$ cat src/rtl/gearbox_sequencer.sv
`default_nettype none
// ============================================================================
//  Module   : gearbox_sequencer
//  Purpose  : 16-bit to 10-bit symbol gearbox sequencer on the receive path.
//             Accepts 16-bit words over valid/ready and emits zero, one or
//             two 10-bit symbols per word; five words yield eight symbols.
//  Revision : 1.0 - initial release
//
//  Ports
//    clk          in   1   clock
//    rst          in   1   synchronous active-high reset
//    in_data      in  16   input word
//    in_valid     in   1   in_data valid
//    in_ready     out  1   a word can be accepted this cycle
//    sym0         out 10   earlier output symbol
//    sym1         out 10   later output symbol (0 when sym1_valid=0)
//    sym0_valid   out  1   sym0 holds a symbol
//    sym1_valid   out  1   sym1 holds a symbol
//    out_ready    in   1   downstream accepts the symbol pair
//    phase        out  3   phase the next accepted word will use (0..4)
//    frame_start  out  1   presented pair came from a phase-0 word
//    align        in   1   only when GEARBOX_SEQ_ALIGN_EN is defined:
//                          forces phase 0 with an empty residual
//
//  Parameters
//    LSB_FIRST    1: bit 0 of a word is the earliest wire bit
//                 0: each word is bit-reversed before accumulation
//
//  Build option macro: GEARBOX_SEQ_ALIGN_EN
// ============================================================================
module gearbox_sequencer #(
    parameter int LSB_FIRST = 1
) (
    input  logic        clk,
    input  logic        rst,
    input  logic [15:0] in_data,
    input  logic        in_valid,
    output logic        in_ready,
    output logic [9:0]  sym0,
    output logic [9:0]  sym1,
    output logic        sym0_valid,
    output logic        sym1_valid,
    input  logic        out_ready,
    output logic [2:0]  phase,
    output logic        frame_start
`ifdef GEARBOX_SEQ_ALIGN_EN
    ,
    input  logic        align
`endif
);

    localparam logic [2:0] c_PHASE_0 = 3'd0;
    localparam logic [2:0] c_PHASE_1 = 3'd1;
    localparam logic [2:0] c_PHASE_2 = 3'd2;
    localparam logic [2:0] c_PHASE_3 = 3'd3;
    localparam logic [2:0] c_PHASE_4 = 3'd4;

    logic [7:0]  r_res;
    logic [2:0]  r_phase;
    logic [9:0]  r_sym0;
    logic [9:0]  r_sym1;
    logic        r_v0;
    logic        r_v1;
    logic        r_fs;

    logic [15:0] w_word;
    logic        w_align;
    logic        w_in_ready;
    logic        w_accept;
    logic [2:0]  w_cur_phase;
    logic [7:0]  w_cur_res;
    logic [9:0]  w_nxt_sym0;
    logic [9:0]  w_nxt_sym1;
    logic        w_nxt_v1;
    logic [7:0]  w_nxt_res;
    logic [2:0]  w_nxt_phase;

    // Word ordering into the accumulator
    generate
        if (LSB_FIRST != 0) begin : g_lsb_first
            assign w_word = in_data;
        end else begin : g_msb_first
            for (genvar i = 0; i < 16; i++) begin : g_rev
                assign w_word[i] = in_data[15-i];
            end
        end
    endgenerate

`ifdef GEARBOX_SEQ_ALIGN_EN
    assign w_align = align;
`else
    assign w_align = 1'b0;
`endif

    // Single output register stage: free to load when empty or being drained
    assign w_in_ready = !r_v0 || out_ready;
    assign w_accept   = in_valid && w_in_ready;

    // Alignment makes a same-cycle word start a fresh frame
    assign w_cur_phase = w_align ? c_PHASE_0 : r_phase;
    assign w_cur_res   = w_align ? 8'd0 : r_res;

    always_comb begin
        w_nxt_sym0  = '0;
        w_nxt_sym1  = '0;
        w_nxt_v1    = 1'b0;
        w_nxt_res   = '0;
        w_nxt_phase = c_PHASE_0;
        case (w_cur_phase)
            c_PHASE_0: begin
                w_nxt_sym0  = w_word[9:0];
                w_nxt_res   = {2'b00, w_word[15:10]};
                w_nxt_phase = c_PHASE_1;
            end
            c_PHASE_1: begin
                w_nxt_sym0  = {w_word[3:0], w_cur_res[5:0]};
                w_nxt_sym1  = w_word[13:4];
                w_nxt_v1    = 1'b1;
                w_nxt_res   = {6'b000000, w_word[15:14]};
                w_nxt_phase = c_PHASE_2;
            end
            c_PHASE_2: begin
                w_nxt_sym0  = {w_word[7:0], w_cur_res[1:0]};
                w_nxt_res   = w_word[15:8];
                w_nxt_phase = c_PHASE_3;
            end
            c_PHASE_3: begin
                w_nxt_sym0  = {w_word[1:0], w_cur_res[7:0]};
                w_nxt_sym1  = w_word[11:2];
                w_nxt_v1    = 1'b1;
                w_nxt_res   = {4'b0000, w_word[15:12]};
                w_nxt_phase = c_PHASE_4;
            end
            c_PHASE_4: begin
                w_nxt_sym0  = {w_word[5:0], w_cur_res[3:0]};
                w_nxt_sym1  = w_word[15:6];
                w_nxt_v1    = 1'b1;
                w_nxt_res   = '0;
                w_nxt_phase = c_PHASE_0;
            end
            default: begin
                w_nxt_phase = c_PHASE_0;
            end
        endcase
    end

    always_ff @(posedge clk) begin
        if (rst) begin
            r_res   <= '0;
            r_phase <= c_PHASE_0;
            r_sym0  <= '0;
            r_sym1  <= '0;
            r_v0    <= 1'b0;
            r_v1    <= 1'b0;
            r_fs    <= 1'b0;
        end else if (w_accept) begin
            // Covers accept-only and consume+accept (no bubble)
            r_sym0  <= w_nxt_sym0;
            r_sym1  <= w_nxt_sym1;
            r_v0    <= 1'b1;
            r_v1    <= w_nxt_v1;
            r_fs    <= (w_cur_phase == c_PHASE_0);
            r_res   <= w_nxt_res;
            r_phase <= w_nxt_phase;
        end else begin
            if (r_v0 && out_ready) begin
                r_v0   <= 1'b0;
                r_v1   <= 1'b0;
                r_sym1 <= '0;
                r_fs   <= 1'b0;
            end
            // Align without a word only resets the frame position
            if (w_align) begin
                r_phase <= c_PHASE_0;
                r_res   <= '0;
            end
        end
    end

    assign in_ready    = w_in_ready;
    assign sym0        = r_sym0;
    assign sym1        = r_sym1;
    assign sym0_valid  = r_v0;
    assign sym1_valid  = r_v1;
    assign phase       = r_phase;
    assign frame_start = r_fs;

endmodule
`default_nettype wire

$ cat config.mk
export PLATFORM = sky130hd
export DESIGN_NAME = gearbox_sequencer
export DESIGN_NICKNAME = d
export VERILOG_FILES = /design/src/rtl/gearbox_sequencer.sv
export SDC_FILE = /design/constraint.sdc
export NUM_CORES = 1
export LEC_CHECK = 0
export CAP_MARGIN = 10
export CORE_MARGIN = 2
export CORE_UTILIZATION = 52
export DETAILED_ROUTE_END_ITERATION = 10
export PLACE_DENSITY = 0.86
export SLEW_MARGIN = 30
export SYNTH_ARGS = -nofsm -noshare
export SYNTH_HDL_FRONTEND = slang
export SYNTH_SLANG_ARGS = --single-unit
$ cat constraint.sdc
create_clock -name clk -period 3.1 [get_ports clk]
set_input_delay 0.775 -clock clk [delete_from_list [all_inputs] [get_ports clk]]
set_output_delay 0.775 -clock clk [all_outputs]
set_load 0.01 [all_outputs]
## After elaboration in Yosys (flattened, before gate mapping)

Index checks and enable logic that the tools add are counted.
Widths: inputs -> output; s select.

- Multiplexer cells: 11
- Reduce and logical (&&, ||, !) cells: 7
- Eq/ne operators: 4

Operators with widths:

| cell | number |
|---|---|
| $pmux 10 s5 | 1 |
| $pmux 8 s4 | 1 |
| $pmux 10 s3 | 1 |
| $mux 10 | 2 |
| $pmux 3 s4 | 1 |
| $eq 3x2->1 const B | 2 |
| $mux 1 | 5 |
| $eq 3x1->1 const B | 1 |
| $eq 3x3->1 const B | 1 |
| $logic_not 3->1 | 1 |
| $reduce_or 3->1 | 1 |
| $logic_and 1x1->1 | 2 |
| $reduce_bool 2->1 | 1 |
| $logic_not 1->1 | 1 |
| $logic_or 1x1->1 | 1 |

- Input bits: 20
- Register bits after elaboration: 34
- Output and inout bits: 27

## Longest topological paths before layout

Gate-level depths: netlist of the first run.

- Word-level depth: 4
- Depth in mapped cells: 6
- Depth with buffers taken out: 5

## Worst setup path after synthesis of the first run

No wires, ideal clock.

- Path kind: input-to-output
- From: input port out_ready
- To: output port in_ready
- Buffers on the path: 0
- Slack: 1.174 ns
- Stages on the path: 2
- Required time: 2.325 ns
- Arrival: 1.151 ns
- Cells stage by stage: and2b_2 -> inv_1

- Cells in the longest elaborated chain, start to end: 1

Ends and longest elaborated chain:

| element | line | source |
|---|---|---|
| start, declared | 43 | `input logic out_ready,` |
| $logic_or 1x1->1 | 96 | `assign w_in_ready = !r_v0 \|\| out_ready;` |
| end, declared | 38 | `output logic in_ready,` |

No other way between the ends.

## Worst setup path in the final report of the first run

Same ends and word-level chain as after synthesis.

==> impl_metrics.prom, run 1 <==
# TYPE chip_impl_metric gauge
chip_impl_info{name="outcome",value="completed"} 1
chip_impl_metric{name="p_sw_frac",unit=""} 0.292
chip_impl_metric{name="clock-skew-final",unit="ns"} 0.0107
chip_impl_metric{name="fmax",unit="MHz"} 341
chip_impl_metric{name="total_switching_power",unit="mW"} 0.270
chip_impl_metric{name="timing.final.crit_period",unit="ns"} 2.93
chip_impl_info{name="netlist_top_cells_area",value="sky130_fd_sc_hd__dfxtp_1 (37%), sky130_fd_sc_hd__mux2i_1 (9.9%), sky130_fd_sc_hd__o2bb2ai_1 (6.7%)"} 1
chip_impl_metric{name="core_region_area",unit="sq um"} 3360
chip_impl_metric{name="diodes",unit=""} 0
chip_impl_metric{name="final-instance-count-excl-fill",unit=""} 305
chip_impl_metric{name="antenna_violating_nets_left",unit=""} 0
chip_impl_metric{name="power.total",unit="mW"} 0.923
chip_impl_info{name="final_common_cell",value="sky130_fd_sc_hd__clkdlybuf4s50_1"} 1
chip_impl_metric{name="first_global_vias",unit=""} 1631
chip_impl_metric{name="fin_worst_hold_slack",unit="ns"} 0.460
chip_impl_metric{name="number_of_antenna_violations_at_the_first_check_in_global_routing",unit=""} 0
chip_impl_metric{name="power.combinational.fraction",unit=""} 0.242
chip_impl_metric{name="pwr_dens",unit="nW/um^2"} 391
chip_impl_info{name="endpoint_kind",value="output pin"} 1
chip_impl_info{name="cts.root.buffer_cell",value="sky130_fd_sc_hd__clkbuf_4"} 1
chip_impl_info{name="cp_common_cell",value="sky130_fd_sc_hd__clkdlybuf4s50_1"} 1
chip_impl_metric{name="floorplan.die.width",unit="um"} 63.2
chip_impl_metric{name="num-nets-final",unit=""} 279
chip_impl_metric{name="report.final.hold_viol_count",unit=""} 0
chip_impl_metric{name="post-route-period-util",unit=""} 0.945
chip_impl_info{name="worstPathCellList",value="clkdlybuf4s50_1 > and2b_2 > inv_1 > clkdlybuf4s50_1"} 1
chip_impl_metric{name="cp.arrival",unit="ns"} 2.16
chip_impl_metric{name="floorplan.die.height",unit="um"} 63.2
chip_impl_metric{name="worst_ep_required_time",unit="ns"} 2.32
chip_impl_info{name="path_class",value="input pin to output pin"} 1
chip_impl_metric{name="cts_max_level",unit=""} 2
chip_impl_metric{name="detailroute.via_count",unit=""} 1733
chip_impl_metric{name="flip_flop_and_latch_count_after_synthesis",unit=""} 34
chip_impl_metric{name="setup-tns-final",unit="ns"} 0
chip_impl_metric{name="layout_fillers",unit=""} 294
chip_impl_metric{name="clock-sinks",unit=""} 34
chip_impl_metric{name="timing.max_cap.violations",unit=""} 0
chip_impl_metric{name="io_buffer_count",unit=""} 46
chip_impl_info{name="critPathLaunchType",value="input pin"} 1
chip_impl_metric{name="synth.yosys.warnings",unit=""} 0
chip_impl_metric{name="clock_insertion_delay_worst_skew",unit="ns"} 0.33
chip_impl_info{name="synthDominantAreaCellType",value="sky130_fd_sc_hd__dfxtp_1"} 1
chip_impl_metric{name="syn_inst",unit=""} 214
chip_impl_metric{name="synth.cell_area",unit="sq um"} 1820
chip_impl_info{name="worst_hold_path_type",value="register to register"} 1
chip_impl_metric{name="detailed_placement_hpwl",unit="mm"} 3.31
chip_impl_metric{name="initial_util",unit=""} 0.542
chip_impl_metric{name="finalWeightedCongestion",unit=""} 0.860
chip_impl_metric{name="syn_avg_cell_area",unit="sq um"} 8.52
chip_impl_metric{name="clkSlewWorstSetupHoldPaths",unit="ns"} 0.09
chip_impl_metric{name="yosysSeqAreaShare",unit=""} 0.373
chip_impl_metric{name="cellLeakagePower",unit="nW"} 0.807
chip_impl_metric{name="drt_iter0_markers",unit=""} 93
chip_impl_metric{name="synthDominantCellAreaShare",unit=""} 0.373
chip_impl_metric{name="peakVddDrop",unit="mV"} 0.301
chip_impl_metric{name="seqPwrFrac",unit=""} 0.512
chip_impl_metric{name="areaGrowthSynthToFinish",unit="%"} 29.5
chip_impl_metric{name="cts_repair_resize_count",unit=""} 0
chip_impl_metric{name="route.detailed.wl_per_inst",unit="um"} 14.9
chip_impl_metric{name="tritoncts_buffer_count",unit=""} 5
chip_impl_metric{name="finalCoreUtilization",unit=""} 0.702
chip_impl_metric{name="ios",unit=""} 47
chip_impl_metric{name="dp.cells",unit=""} 298
chip_impl_info{name="tritoncts",value="built"} 1
chip_impl_metric{name="relSlewSlack",unit=""} 0.560
chip_impl_metric{name="grt_overflow",unit=""} 0
chip_impl_metric{name="cts-hold-fix-buffers",unit=""} 0
chip_impl_info{name="rsz0062_at_grt",value="false"} 1
chip_impl_metric{name="detail_route.drc_violations",unit=""} 0
chip_impl_metric{name="drv_slew",unit=""} 0
chip_impl_metric{name="setup_viol_count_final",unit=""} 0
chip_impl_metric{name="postSynthNetCount",unit=""} 234
chip_impl_metric{name="drt_wl_total",unit="mm"} 4.54
chip_impl_metric{name="detailedRoute.firstPassIterationCount",unit=""} 4
chip_impl_metric{name="timing.critical_path.fanout_max",unit=""} 6
chip_impl_metric{name="postCtsSetupBuffers",unit=""} 0
chip_impl_metric{name="synth_cell_type_count",unit=""} 33
chip_impl_metric{name="longest_individual_stage_delay_on_the_worst_path",unit="ns"} 0.54
chip_impl_metric{name="internal_power",unit="mW"} 0.653
chip_impl_metric{name="core.rowCount",unit=""} 21
chip_impl_info{name="final_cell_mix",value="sky130_fd_sc_hd__clkdlybuf4s50_1 (46), sky130_fd_sc_hd__dfxtp_1 (34), sky130_fd_sc_hd__nor2_1 (21)"} 1
chip_impl_metric{name="globalRouteTotalUtil",unit=""} 0.241
chip_impl_info{name="crit_slowest_cell",value="sky130_fd_sc_hd__clkdlybuf4s50_1"} 1
chip_impl_metric{name="p_clk_frac",unit=""} 0.246
chip_impl_metric{name="grt_first_pass_wirelength",unit="mm"} 7.66
chip_impl_metric{name="drive_gt1_frac",unit=""} 0.104
chip_impl_metric{name="routed_via_density",unit=""} 5.68
chip_impl_metric{name="fp.dieArea",unit="sq um"} 4000
chip_impl_metric{name="reg2reg_slack",unit="ns"} 1.11
chip_impl_metric{name="grt_max_degree",unit=""} 22
chip_impl_metric{name="max_slew.worst_pin.slew",unit="ns"} 0.657
chip_impl_metric{name="cts_max_path_buffers",unit=""} 2
[cells by family (layout without fill, tap and decap cells)]
family | count (synthesis) | in the layout | share of synthesized area
buf+inv | 19 | 64 | 0.0528
mux | 25 | 25 | 0.142
compound gates | 62 | 62 | 0.228
flops | 34 | 34 | 0.373
simple gates | 74 | 74 | 0.204
[final cells by class]
class	instances	area [sq um]	share of cell area
clock buffers	7	45.0	0.0191
inverters	3	11.3	0.00477
multi-input cells	161	1050	0.443
flip-flops and latches	34	681	0.288
well taps	46	57.6	0.0244
repair buffers	54	520	0.220
[flip-flops by register name, summed over array words and instances, names as in the netlist]
name         flops
sym0            10
sym1            10
r_res            8
phase            3
frame_start      1
sym0_valid       1
sym1_valid       1
[worst max-delay path: cells and delay by family]
kind          cells  cell delay (ns)
buf+inv           3             1.11
simple gates      1             0.27
[power by group through the flow]
stage	logic (mW)	clock network, mW	registers [mW]
after floorplan	0.124	0	0.487
after global placement	0.218	0	0.482
after detailed placement	0.222	0	0.483
after CTS	0.223	0.229	0.472
after global routing	0.244	0.259	0.476
final	0.224	0.227	0.473
[worst paths after layout]
check | end | cells past startpoint | from
worst max-delay path | in_ready | 4 | out_ready
worst min-delay path | sym0[6] | 2 | sym0[6]
worst max register to register | sym0[8] | 5 | phase[1]
worst min register to register | sym0[6] | 2 | sym0[6]
[per-stage QoR]
| step | area, sq um | setup WS [ns] |
|---|---|---|
| after floorplan | 1820 | 1.17 |
| after global placement | 2320 | 0.200 |
| after detailed placement | 2320 | 0.176 |
| after CTS | 2360 | 0.169 |
| after global routing | 2360 | 0.142 |
| final | 2360 | 0.170 |
[metal layers]
| layer | GRT usage | up-vias | share of wire |
|---|---|---|---|
| met5 | 0 | - | 0 |
| met4 | 0.0924 | 0 | 0.013 |
| met3 | 0.0429 | 7 | 0.064 |
| met2 | 0.376 | 69 | 0.45 |
| met1 | 0.331 | 795 | 0.47 |
| li1 | - | 862 | - |
[cells in the mapped netlist]
library cell,instances
sky130_fd_sc_hd__a311oi_1,1
sky130_fd_sc_hd__o21ai_0,9
sky130_fd_sc_hd__a21oi_1,19
sky130_fd_sc_hd__and3_1,2
sky130_fd_sc_hd__nor2_1,21
sky130_fd_sc_hd__clkbuf_2,1
sky130_fd_sc_hd__nor2b_1,5
sky130_fd_sc_hd__clkbuf_1,7
sky130_fd_sc_hd__a211oi_4,1
sky130_fd_sc_hd__o2bb2ai_1,14
sky130_fd_sc_hd__mux2_2,7
sky130_fd_sc_hd__buf_4,3
sky130_fd_sc_hd__nand3b_1,5
sky130_fd_sc_hd__nand3_1,1
sky130_fd_sc_hd__nor3b_2,1
sky130_fd_sc_hd__buf_2,4
sky130_fd_sc_hd__nor4_1,2
sky130_fd_sc_hd__mux2i_1,18
sky130_fd_sc_hd__nor2_2,1
sky130_fd_sc_hd__a31oi_1,1
sky130_fd_sc_hd__o22ai_1,4
sky130_fd_sc_hd__or2_2,2
sky130_fd_sc_hd__a22oi_1,11
sky130_fd_sc_hd__nand2b_1,2
sky130_fd_sc_hd__or3_1,4
sky130_fd_sc_hd__nand2_1,18
sky130_fd_sc_hd__or2_4,1
sky130_fd_sc_hd__o21ai_1,2
sky130_fd_sc_hd__nor3_1,8
sky130_fd_sc_hd__buf_6,1
sky130_fd_sc_hd__inv_1,3
sky130_fd_sc_hd__and2b_2,1
sky130_fd_sc_hd__dfxtp_1,34
No activity file was read; power rests on OpenSTA's default activity.
==> run 2: changes to the inputs <==
CORE_UTILIZATION = 56   (was 52)
DONT_BUFFER_PORTS = 1   (was default)
PLACE_DENSITY = 0.73   (was 0.86)
==> run 2 against run 1 <==
- sequential share of layout area up 7.6 points
- clock skew fell by 0.00080 ns
- combinational power decreased by 39%
- register-to-register slack got worse by 0.07 ns
- clock power about the same
- global-route usage up 1.3 points
- worst setup slack improved by 0.61 ns
- core utilization shrank 9.5 points
- highest routed layer unchanged
- die area down 6.7%
- count of clock-buffer cells in the layout unchanged
==> impl_metrics.prom, run 2 (synthesis results as in run 1) <==
# TYPE chip_impl_metric gauge
chip_impl_info{name="cts.root.buffer_cell",value="sky130_fd_sc_hd__clkbuf_4"} 1
chip_impl_metric{name="first_global_vias",unit=""} 1420
chip_impl_metric{name="post-route-period-util",unit=""} 0.747
chip_impl_metric{name="worst_ep_required_time",unit="ns"} 2.32
chip_impl_metric{name="finish.instance_area",unit="sq um"} 1870
chip_impl_metric{name="cts_max_level",unit=""} 2
chip_impl_metric{name="floorplan.die.width",unit="um"} 61.1
chip_impl_metric{name="drv_slew",unit=""} 0
chip_impl_info{name="crit_slowest_cell",value="sky130_fd_sc_hd__dfxtp_1"} 1
chip_impl_metric{name="dp.cells",unit=""} 246
chip_impl_metric{name="finalWeightedCongestion",unit=""} 0.878
chip_impl_metric{name="areaGrowthSynthToFinish",unit="%"} 2.47
chip_impl_metric{name="clkSlewWorstSetupHoldPaths",unit="ns"} 0.10
chip_impl_metric{name="drt_iter0_markers",unit=""} 60
chip_impl_metric{name="detailroute.via_count",unit=""} 1544
chip_impl_metric{name="detailedRoute.firstPassIterationCount",unit=""} 5
chip_impl_metric{name="core.rowCount",unit=""} 20
chip_impl_metric{name="postCtsSetupBuffers",unit=""} 0
chip_impl_metric{name="max_slew.worst_pin.slew",unit="ns"} 0.787
chip_impl_info{name="outcome",value="completed"} 1
chip_impl_metric{name="cts_repair_resize_count",unit=""} 0
chip_impl_metric{name="detail_route.drc_violations",unit=""} 0
chip_impl_info{name="timing.critical_path.max_delay_family",value="flip-flops"} 1
chip_impl_info{name="rr_startpoint",value="phase[1]"} 1
chip_impl_metric{name="grt_first_pass_wirelength",unit="mm"} 6.86
chip_impl_metric{name="fin_worst_hold_slack",unit="ns"} 0.464
chip_impl_metric{name="io_buffer_count",unit=""} 0
chip_impl_metric{name="antenna_violating_nets_left",unit=""} 0
chip_impl_metric{name="floorplan.die.height",unit="um"} 61.1
chip_impl_metric{name="crit_buf_inv",unit=""} 1
chip_impl_metric{name="routed_via_density",unit=""} 6.10
chip_impl_info{name="final_cell_mix",value="sky130_fd_sc_hd__dfxtp_1 (34), sky130_fd_sc_hd__nor2_1 (21), sky130_fd_sc_hd__a21oi_1 (19)"} 1
chip_impl_metric{name="initial_util",unit=""} 0.592
chip_impl_metric{name="number_of_antenna_violations_at_the_first_check_in_global_routing",unit=""} 0
chip_impl_metric{name="globalRouteTotalUtil",unit=""} 0.253
chip_impl_metric{name="clock-sinks",unit=""} 34
chip_impl_metric{name="route.detailed.wl_per_inst",unit="um"} 17.3
chip_impl_info{name="rsz0062_at_grt",value="false"} 1
chip_impl_metric{name="final-instance-count-excl-fill",unit=""} 253
chip_impl_info{name="final_common_cell",value="sky130_fd_sc_hd__dfxtp_1"} 1
chip_impl_metric{name="relSlewSlack",unit=""} 0.475
chip_impl_metric{name="cts-hold-fix-buffers",unit=""} 0
chip_impl_metric{name="cellLeakagePower",unit="nW"} 0.618
chip_impl_metric{name="detailed_placement_hpwl",unit="mm"} 3.14
chip_impl_metric{name="timing.critical_path.fanout_max",unit=""} 20
chip_impl_metric{name="pwr_dens",unit="nW/um^2"} 456
chip_impl_metric{name="fmax",unit="MHz"} 432
chip_impl_metric{name="diodes",unit=""} 0
chip_impl_metric{name="longest_individual_stage_delay_on_the_worst_path",unit="ns"} 0.84
chip_impl_metric{name="timing.max_cap.violations",unit=""} 0
chip_impl_metric{name="fp.dieArea",unit="sq um"} 3730
chip_impl_metric{name="report.final.hold_viol_count",unit=""} 0
chip_impl_metric{name="core_region_area",unit="sq um"} 3080
chip_impl_metric{name="timing.final.crit_period",unit="ns"} 2.32
chip_impl_metric{name="clock_insertion_delay_worst_skew",unit="ns"} 0.34
chip_impl_metric{name="number_of_cells_on_the_critical_path",unit=""} 1
chip_impl_metric{name="ios",unit=""} 47
chip_impl_info{name="worst_hold_path_type",value="register to register"} 1
chip_impl_metric{name="clock-skew-final",unit="ns"} 0.00994
chip_impl_info{name="holdPathEnd",value="r_res[4]"} 1
chip_impl_info{name="worstPathCellList",value="buf_4"} 1
chip_impl_metric{name="drt_wl_total",unit="mm"} 4.38
chip_impl_metric{name="peakVddDrop",unit="mV"} 0.300
chip_impl_metric{name="cts_max_path_buffers",unit=""} 2
chip_impl_metric{name="tritoncts_buffer_count",unit=""} 5
chip_impl_metric{name="num-nets-final",unit=""} 229
chip_impl_info{name="holdCritStartpoint",value="r_res[4]"} 1
chip_impl_info{name="rr_endpoint",value="sym0[6]"} 1
chip_impl_metric{name="placement.cell_area",unit="sq um"} 1820
chip_impl_metric{name="setup-tns-final",unit="ns"} 0
chip_impl_metric{name="whs_path_depth",unit=""} 2
chip_impl_metric{name="setup_viol_count_final",unit=""} 0
chip_impl_info{name="critPathLaunchType",value="register"} 1
chip_impl_info{name="endpoint_kind",value="output pin"} 1
chip_impl_metric{name="grt_max_degree",unit=""} 28
chip_impl_metric{name="grt_overflow",unit=""} 0
chip_impl_metric{name="reg2reg_slack",unit="ns"} 1.04
chip_impl_info{name="path_class",value="register to output pin"} 1
chip_impl_metric{name="cp.arrival",unit="ns"} 1.54
chip_impl_info{name="tritoncts",value="built"} 1
chip_impl_metric{name="worstRegToRegCells",unit=""} 5
chip_impl_metric{name="drive_gt1_frac",unit=""} 0.110
run 2: cell count changes in the layout (fill, tap and decap cells not counted):
cell,previous run,this run
sky130_fd_sc_hd__buf_4,8,4
sky130_fd_sc_hd__clkdlybuf4s50_1,46,0
run 2: tightest hold or removal path, cell delays in order, from the launching register on:
cell,delay [ns]
sky130_fd_sc_hd__dfxtp_1,0.33
sky130_fd_sc_hd__nand2_1,0.05
sky130_fd_sc_hd__a21oi_1,0.05
run 2: worst max-delay path by stage:
stage | slack, ns | from | to
global placement | 0.77 | out_ready | r_res[4]
detailed placement | 0.71 | out_ready | r_res[4]
floorplan | 1.17 | out_ready | in_ready
finish | 0.78 | phase[1] | phase[1]
CTS | 0.80 | phase[1] | phase[1]
global route | 0.71 | phase[1] | phase[1]
run 2: cell type report:
| class | instances | area, sq um |
|---|---|---|
| sequential | 34 | 681 |
| tap | 44 | 55.1 |
| multi-input combinational | 161 | 1050 |
| fill | 276 | 1210 |
| inverter | 3 | 11.3 |
| timing repair buffer | 4 | 30.0 |
| clock buffer | 7 | 45.0 |
run 2: report_power, final:
| group | internal (mW) | leakage [nW] | switching (mW) |
|---|---|---|---|
| registers | 0.459 | 0.278 | 0.0294 |
| clock network | 0.0854 | 0.0254 | 0.143 |
| logic | 0.0595 | 0.315 | 0.0769 |
run 2: metrics by stage:
step                      power, mW  utilization  worst slack, ns
after floorplan               0.611            -             1.17
after global placement        0.628        0.592            0.768
after detailed placement      0.632        0.592            0.713
after CTS                     0.854        0.607            0.802
after global routing          0.891        0.607            0.710
final                         0.853        0.607            0.785
run 2: metal layers:
metal,up-vias,GRT usage,share of wire
met1,715,0.333,0.43
met2,58,0.383,0.48
met5,-,0,0
li1,763,-,-
met3,8,0.0882,0.074
met4,0,0.0994,0.016
